===== src/rtl/dom_pkg.sv =====
// Shared definitions for the 2-share DOM datapath.
// The share count and nominal share width are common to every masked block.
package dom_pkg;

    localparam int DOM_SHARES = 2;
    localparam int DOM_WIDTH  = 8;

    typedef logic [DOM_WIDTH-1:0] share_t;

    typedef struct packed {
        share_t s0;
        share_t s1;
    } share_pair_t;

endpackage


===== src/rtl/dom_share_reg.sv =====
// Single-domain share register with load and clear.
// One instance per share keeps the domains separate in the netlist.
module dom_share_reg #(
    parameter int WIDTH = 8
) (
    input  logic             clk_i,
    input  logic             rst_i,
    input  logic             ld_i,
    input  logic             clr_i,
    input  logic [WIDTH-1:0] d_i,
    output logic [WIDTH-1:0] q_o
);

    logic [WIDTH-1:0] share_d;
    logic [WIDTH-1:0] share_q;

    always_comb begin
        share_d = share_q;
        if (ld_i) begin
            share_d = d_i;
        end else if (clr_i) begin
            share_d = '0;
        end
    end

    always_ff @(posedge clk_i) begin
        if (rst_i) begin
            share_q <= '0;
        end else begin
            share_q <= share_d;
        end
    end

    assign q_o = share_q;

endmodule


===== src/rtl/dom_share_decoder.sv =====
// Masked-to-unmasked boundary: registers each share in its own domain,
// then recombines with XOR one stage later behind a valid/ready pipeline.
module dom_share_decoder
    import dom_pkg::*;
#(
    parameter int WIDTH         = 8,
    parameter int COUNT_W       = 8,
    parameter bit CLEAR_ON_IDLE = 1'b1
) (
    input  logic               clk_i,
    input  logic               rst_i,
    input  logic               valid_i,
    output logic               ready_o,
    input  logic [WIDTH-1:0]   Q0_i,
    input  logic [WIDTH-1:0]   Q1_i,
    output logic               valid_o,
    input  logic               ready_i,
    output logic [WIDTH-1:0]   data_o,
    output logic [COUNT_W-1:0] count_o
);

    logic               s1_v_d, s1_v_q;
    logic               s2_v_d, s2_v_q;
    logic [WIDTH-1:0]   data_d, data_q;
    logic [COUNT_W-1:0] count_d, count_q;
    logic [WIDTH-1:0]   r0, r1;
    logic               accept, adv, fire, s1_clr;

    // ready_o depends on ready_i and state only, never on valid_i
    assign ready_o = !s1_v_q || !s2_v_q || ready_i;
    assign accept  = valid_i && ready_o;
    assign adv     = s1_v_q && (!s2_v_q || ready_i);
    assign fire    = s2_v_q && ready_i;
    assign s1_clr  = CLEAR_ON_IDLE && adv && !accept;

    dom_share_reg #(.WIDTH(WIDTH)) u_reg0 (
        .clk_i (clk_i),
        .rst_i (rst_i),
        .ld_i  (accept),
        .clr_i (s1_clr),
        .d_i   (Q0_i),
        .q_o   (r0)
    );

    dom_share_reg #(.WIDTH(WIDTH)) u_reg1 (
        .clk_i (clk_i),
        .rst_i (rst_i),
        .ld_i  (accept),
        .clr_i (s1_clr),
        .d_i   (Q1_i),
        .q_o   (r1)
    );

    always_comb begin
        s1_v_d  = s1_v_q;
        s2_v_d  = s2_v_q;
        data_d  = data_q;
        count_d = count_q;
        if (accept) begin
            s1_v_d = 1'b1;
        end else if (adv) begin
            s1_v_d = 1'b0;
        end
        if (adv) begin
            s2_v_d = 1'b1;
            data_d = r0 ^ r1;
        end else if (fire) begin
            s2_v_d = 1'b0;
            if (CLEAR_ON_IDLE) begin
                data_d = '0;
            end
        end
        if (fire) begin
            count_d = count_q + {{(COUNT_W-1){1'b0}}, 1'b1};
        end
    end

    always_ff @(posedge clk_i) begin
        if (rst_i) begin
            s1_v_q  <= 1'b0;
            s2_v_q  <= 1'b0;
            data_q  <= '0;
            count_q <= '0;
        end else begin
            s1_v_q  <= s1_v_d;
            s2_v_q  <= s2_v_d;
            data_q  <= data_d;
            count_q <= count_d;
        end
    end

    assign valid_o = s2_v_q;
    assign data_o  = data_q;
    assign count_o = count_q;

endmodule


===== config.mk =====
export PLATFORM = sky130hd
export DESIGN_NAME = dom_share_decoder
export DESIGN_NICKNAME = d
export VERILOG_FILES = /design/src/rtl/dom_pkg.sv /design/src/rtl/dom_share_reg.sv /design/src/rtl/dom_share_decoder.sv
export SDC_FILE = /design/constraint.sdc
export NUM_CORES = 1
export LEC_CHECK = 0
export ABC_AREA = 1
export ABC_CLOCK_PERIOD_IN_PS = 2400
export CELL_PAD_IN_SITES_DETAIL_PLACEMENT = 1
export CELL_PAD_IN_SITES_GLOBAL_PLACEMENT = 1
export CORE_ASPECT_RATIO = 0.5
export CORE_MARGIN = 2
export CORE_UTILIZATION = 35
export DETAILED_ROUTE_END_ITERATION = 8
export DONT_BUFFER_PORTS = 1
export MAX_ROUTING_LAYER = met4
export PLACE_DENSITY = 0.74
export SETUP_SLACK_MARGIN = 0.4
export SLEW_MARGIN = 20
export SYNTH_ARGS = -nofsm -noshare
export SYNTH_HDL_FRONTEND = slang
export SYNTH_SLANG_ARGS = --single-unit

===== constraint.sdc =====
create_clock -name clk_i -period 2.4 [get_ports clk_i]
set_input_delay 0.48 -clock clk_i [delete_from_list [all_inputs] [get_ports clk_i]]
set_output_delay 0.48 -clock clk_i [all_outputs]
set_load 0.005 [all_outputs]

==> key figures <==
Setup path
  – RR Endpoint: count_o[7]$_SDFFE_PP0P_
  – Setup CP Type: reg2out
  – Crit path buf inv count: 0
  – Crit path depth: 1
  – Reg2reg setup slack: 0.95 ns
  – Top delay family on crit path: flip-flops
  – Crit end category: output port
  – CP peak stage delay: 0.44 ns
  – Reg-to-Reg Start: valid_o$_SDFFE_PP0P_
  – Setup crit start: valid_o$_SDFFE_PP0P_
  – Cell Chain, Critical Path: nand3_4
  – Worst endpoint required time: 1.92 ns
  – Arr. time, crit path: 1.00 ns
  – Slowest-stage cell, CP: dfxtp_1
  – Startpoint Class: flip-flop
  – Crit path max fanout: 19
  – CP Capture Point: ready_o
  – Worst r2r path cells: 5

STA
  – Slew Limit Fails: 0
  – Final Setup Violations: 0
  – Setup repair after global routing missed its margin: false
  – FMAX: 677 MHz
  – Slew headroom: 0.647
  – Final hold violations: 0
  – TNS Setup: 0 ns
  – Worst-Margin Slew: 0.528 ns
  – Clock skew: 0.00563 ns
  – Hold slack: 0.254 ns
  – Final Cycle Share: 0.616
  – Tmin final: 1.48 ns

Synthesis
  – Synthesis-stage register bit count: 34
  – Post-synth net total: 204
  – Post-synth cell types: 25
  – Post-synth top area share: 0.443
  – Top cells by area, synth: dfxtp_1 44%, nand3_1 11%, a21oi_1 7.2%, nand3_2 5.9%, a21oi_2 5.1%
  – Yosys warnings: 0
  – Synth area leader: dfxtp_1
  – Sequential area share after synthesis: 0.443
  – Mapped cell area: 0.00154 mm2
  – Syn Inst Count: 183
  – Syn avg cell area: 8.40 um2

Route
  – Wire length on met2: 1570 um
  – Drt total wl: 3540 um
  – Drt first pass iters: 4
  – Antenna-violating nets left: 0
  – Vias per inst: 5.11
  – DRC viols: 0
  – Detailed-route via count: 1201
  – Initial DRC count: 39
  – WL met1: 1750 um
  – Top sig layer: met4
  – Met3 wire length: 169 um
  – Avg WL per Cell: 15.0 um

Floorplanning
  – Row count: 16
  – DIE AREA: 0.00497 mm2
  – I/O Pins: 38
  – Core footprint: 0.00406 mm2
  – Initial core utilization: 0.378
  – Die width: 97.7 um
  – Die Ht: 50.9 um

Finish
  – Filler Cell Count: 503
  – Sequential Area: 681 um2
  – Finished Cell Area: 0.00163 mm2
  – Number of antenna diodes: 0
  – Multi-input logic area: 744 um2
  – Layout cells sized above 1: 0.177
  – Layout Area Growth over Synthesis: 6.27%
  – Layout net count: 201

Clocking
  – CTS Buf Count: 5
  – CTS Hold Bufs: 0
  – Clk slew on worst S/H paths: 0.08 ns
  – Sink Count: 34
  – Skew-Pair Late Insertion Delay: 0.29 ns
  – CTS tree: built
  – Clock root cell: clkbuf_8
  – Cts repair resizes: 0
  – Post-CTS Setup Bufs: 0
  – Htree depth: 2
  – Clock tree buffer depth: 2

Power and ir drop
  – Pint: 851 uW
  – Power Density: 701 mW/mm2
  – Pleak: 0.000601 uW
  – Pwr Total: 1140 uW
  – Switching portion of total power: 0.256
  – Sequential share of power: 0.532
  – Comb power frac: 0.071
  – Worst VDD drop: 0.219 mV
  – Sw Pwr: 293 uW
  – Clk pwr share: 0.397

Hold path
  – Worst hold path type: in2reg

Global routing
  – Total Routing Usage GR: 0.157
  – Grt total ovfl: 0
  – Pin count of the biggest net entering global routing: 30
  – First-pass GRT wire length: 6000 um
  – Number of global-route vias before repair: 1217
  – Initial antenna violation count: 0

Status
  – Outcome: complete, no violations

Placed design
  – IO Port Bufs: 0
  – GPL Wtd Cong: 0.739
  – Area after DPL: 0.00154 mm2
  – Dpl hpwl: 2420 um

Flow run
  – Max cap viols: 0
==> cells in the mapped netlist <==
cell type	n
nand4_1	1
nor2_2	1
nand3_4	1
o21a_1	1
or2_1	1
buf_1	2
buf_4	1
buf_6	1
nor3_1	3
nand2_1	21
buf_2	5
dfxtp_1	34
ha_1	1
o21ai_1	1
a21oi_2	9
inv_2	2
xor2_1	8
a21oi_1	22
nand3_1	35
nand3_2	9
inv_1	10
buf_8	1
nand2_4	2
nor2_1	10
o21ai_0	1
==> state kept, by name, indices dropped and copies added (netlist names) <==
| register | cells |
|---|---|
| count_o | 8 |
| data_o | 8 |
| s1_v_q | 1 |
| u_reg0.q_o | 8 |
| u_reg1.q_o | 8 |
| valid_o | 1 |
==> how the worst min path moves through the flow <==
stage                               startpoint                          to  slack, ns  depth (start not counted)
global route                             rst_i  u_reg1.q_o[6]$_SDFFE_PP0P_       0.24                          1
CTS                                      rst_i  u_reg1.q_o[5]$_SDFFE_PP0P_       0.23                          1
global placement    u_reg1.q_o[5]$_SDFFE_PP0P_  u_reg1.q_o[5]$_SDFFE_PP0P_       0.47                          2
detailed placement  u_reg0.q_o[6]$_SDFFE_PP0P_  u_reg0.q_o[6]$_SDFFE_PP0P_       0.47                          2
finish                                   rst_i  u_reg1.q_o[5]$_SDFFE_PP0P_       0.25                          1
floorplan           u_reg0.q_o[0]$_SDFFE_PP0P_  u_reg0.q_o[0]$_SDFFE_PP0P_       0.46                          2
==> layer usage <==
| metal | vias up | GRT usage |
|---|---|---|
| met5 | - | - |
| met4 | 0 | 0.0625 |
| met3 | 5 | 0.0506 |
| met2 | 27 | 0.243 |
| met1 | 561 | 0.195 |
| li1 | 608 | - |
==> power groups by stage <==
stage	clock, uW	combinational [uW]	sequential, uW
final	454	81.2	609
after global routing	487	93.3	612
after CTS	469	82.8	609
after detailed placement	0	82.2	623
after global placement	0	79.7	621
after floorplan	0	86.5	618
==> final cells by class <==
class                   count  share of cell area
multi-input cells         127               0.456
flip-flops and latches     34               0.417
clock buffers               6              0.0506
well taps                  54              0.0414
inverters                  12              0.0276
clock inverters             2             0.00766
==> placed cells by master, fill, tap and decap left out <==
master	Yosys	final
nand3_1	35	35
dfxtp_1	34	34
a21oi_1	22	22
nand2_1	21	21
inv_1	10	10
nor2_1	10	10
nand3_2	9	9
a21oi_2	9	9
xor2_1	8	8
clkbuf_8	0	6
nor3_1	3	3
inv_2	2	2
nand2_4	2	2
nand3_4	1	1
nor2_2	1	1
o21a_1	1	1
o21ai_1	1	1
o21ai_0	1	1
or2_1	1	1
nand4_1	1	1
ha_1	1	1
clkinvlp_4	0	1
clkinv_2	0	1
==> metrics by stage <==
stage | util | setup slack (ns) | instances
finish | 0.402 | 0.922 | 235
global route | 0.402 | 0.694 | 235
CTS | 0.402 | 0.906 | 235
detailed placement | 0.378 | 0.927 | 227
global placement | 0.378 | 1.00 | 227
floorplan | - | 1.09 | 183
==> kinds of logic after synthesis <==
group,count (synthesis),synth area share
buffers and inverters,22,0.0725
AOI/OAI and AO/OA,34,0.134
and+or+nand+nor,84,0.296
xor gates and xnor gates,8,0.0456
DFF,34,0.443
adders and majority gates,1,0.00814
Power figures use the tool's default switching activity.
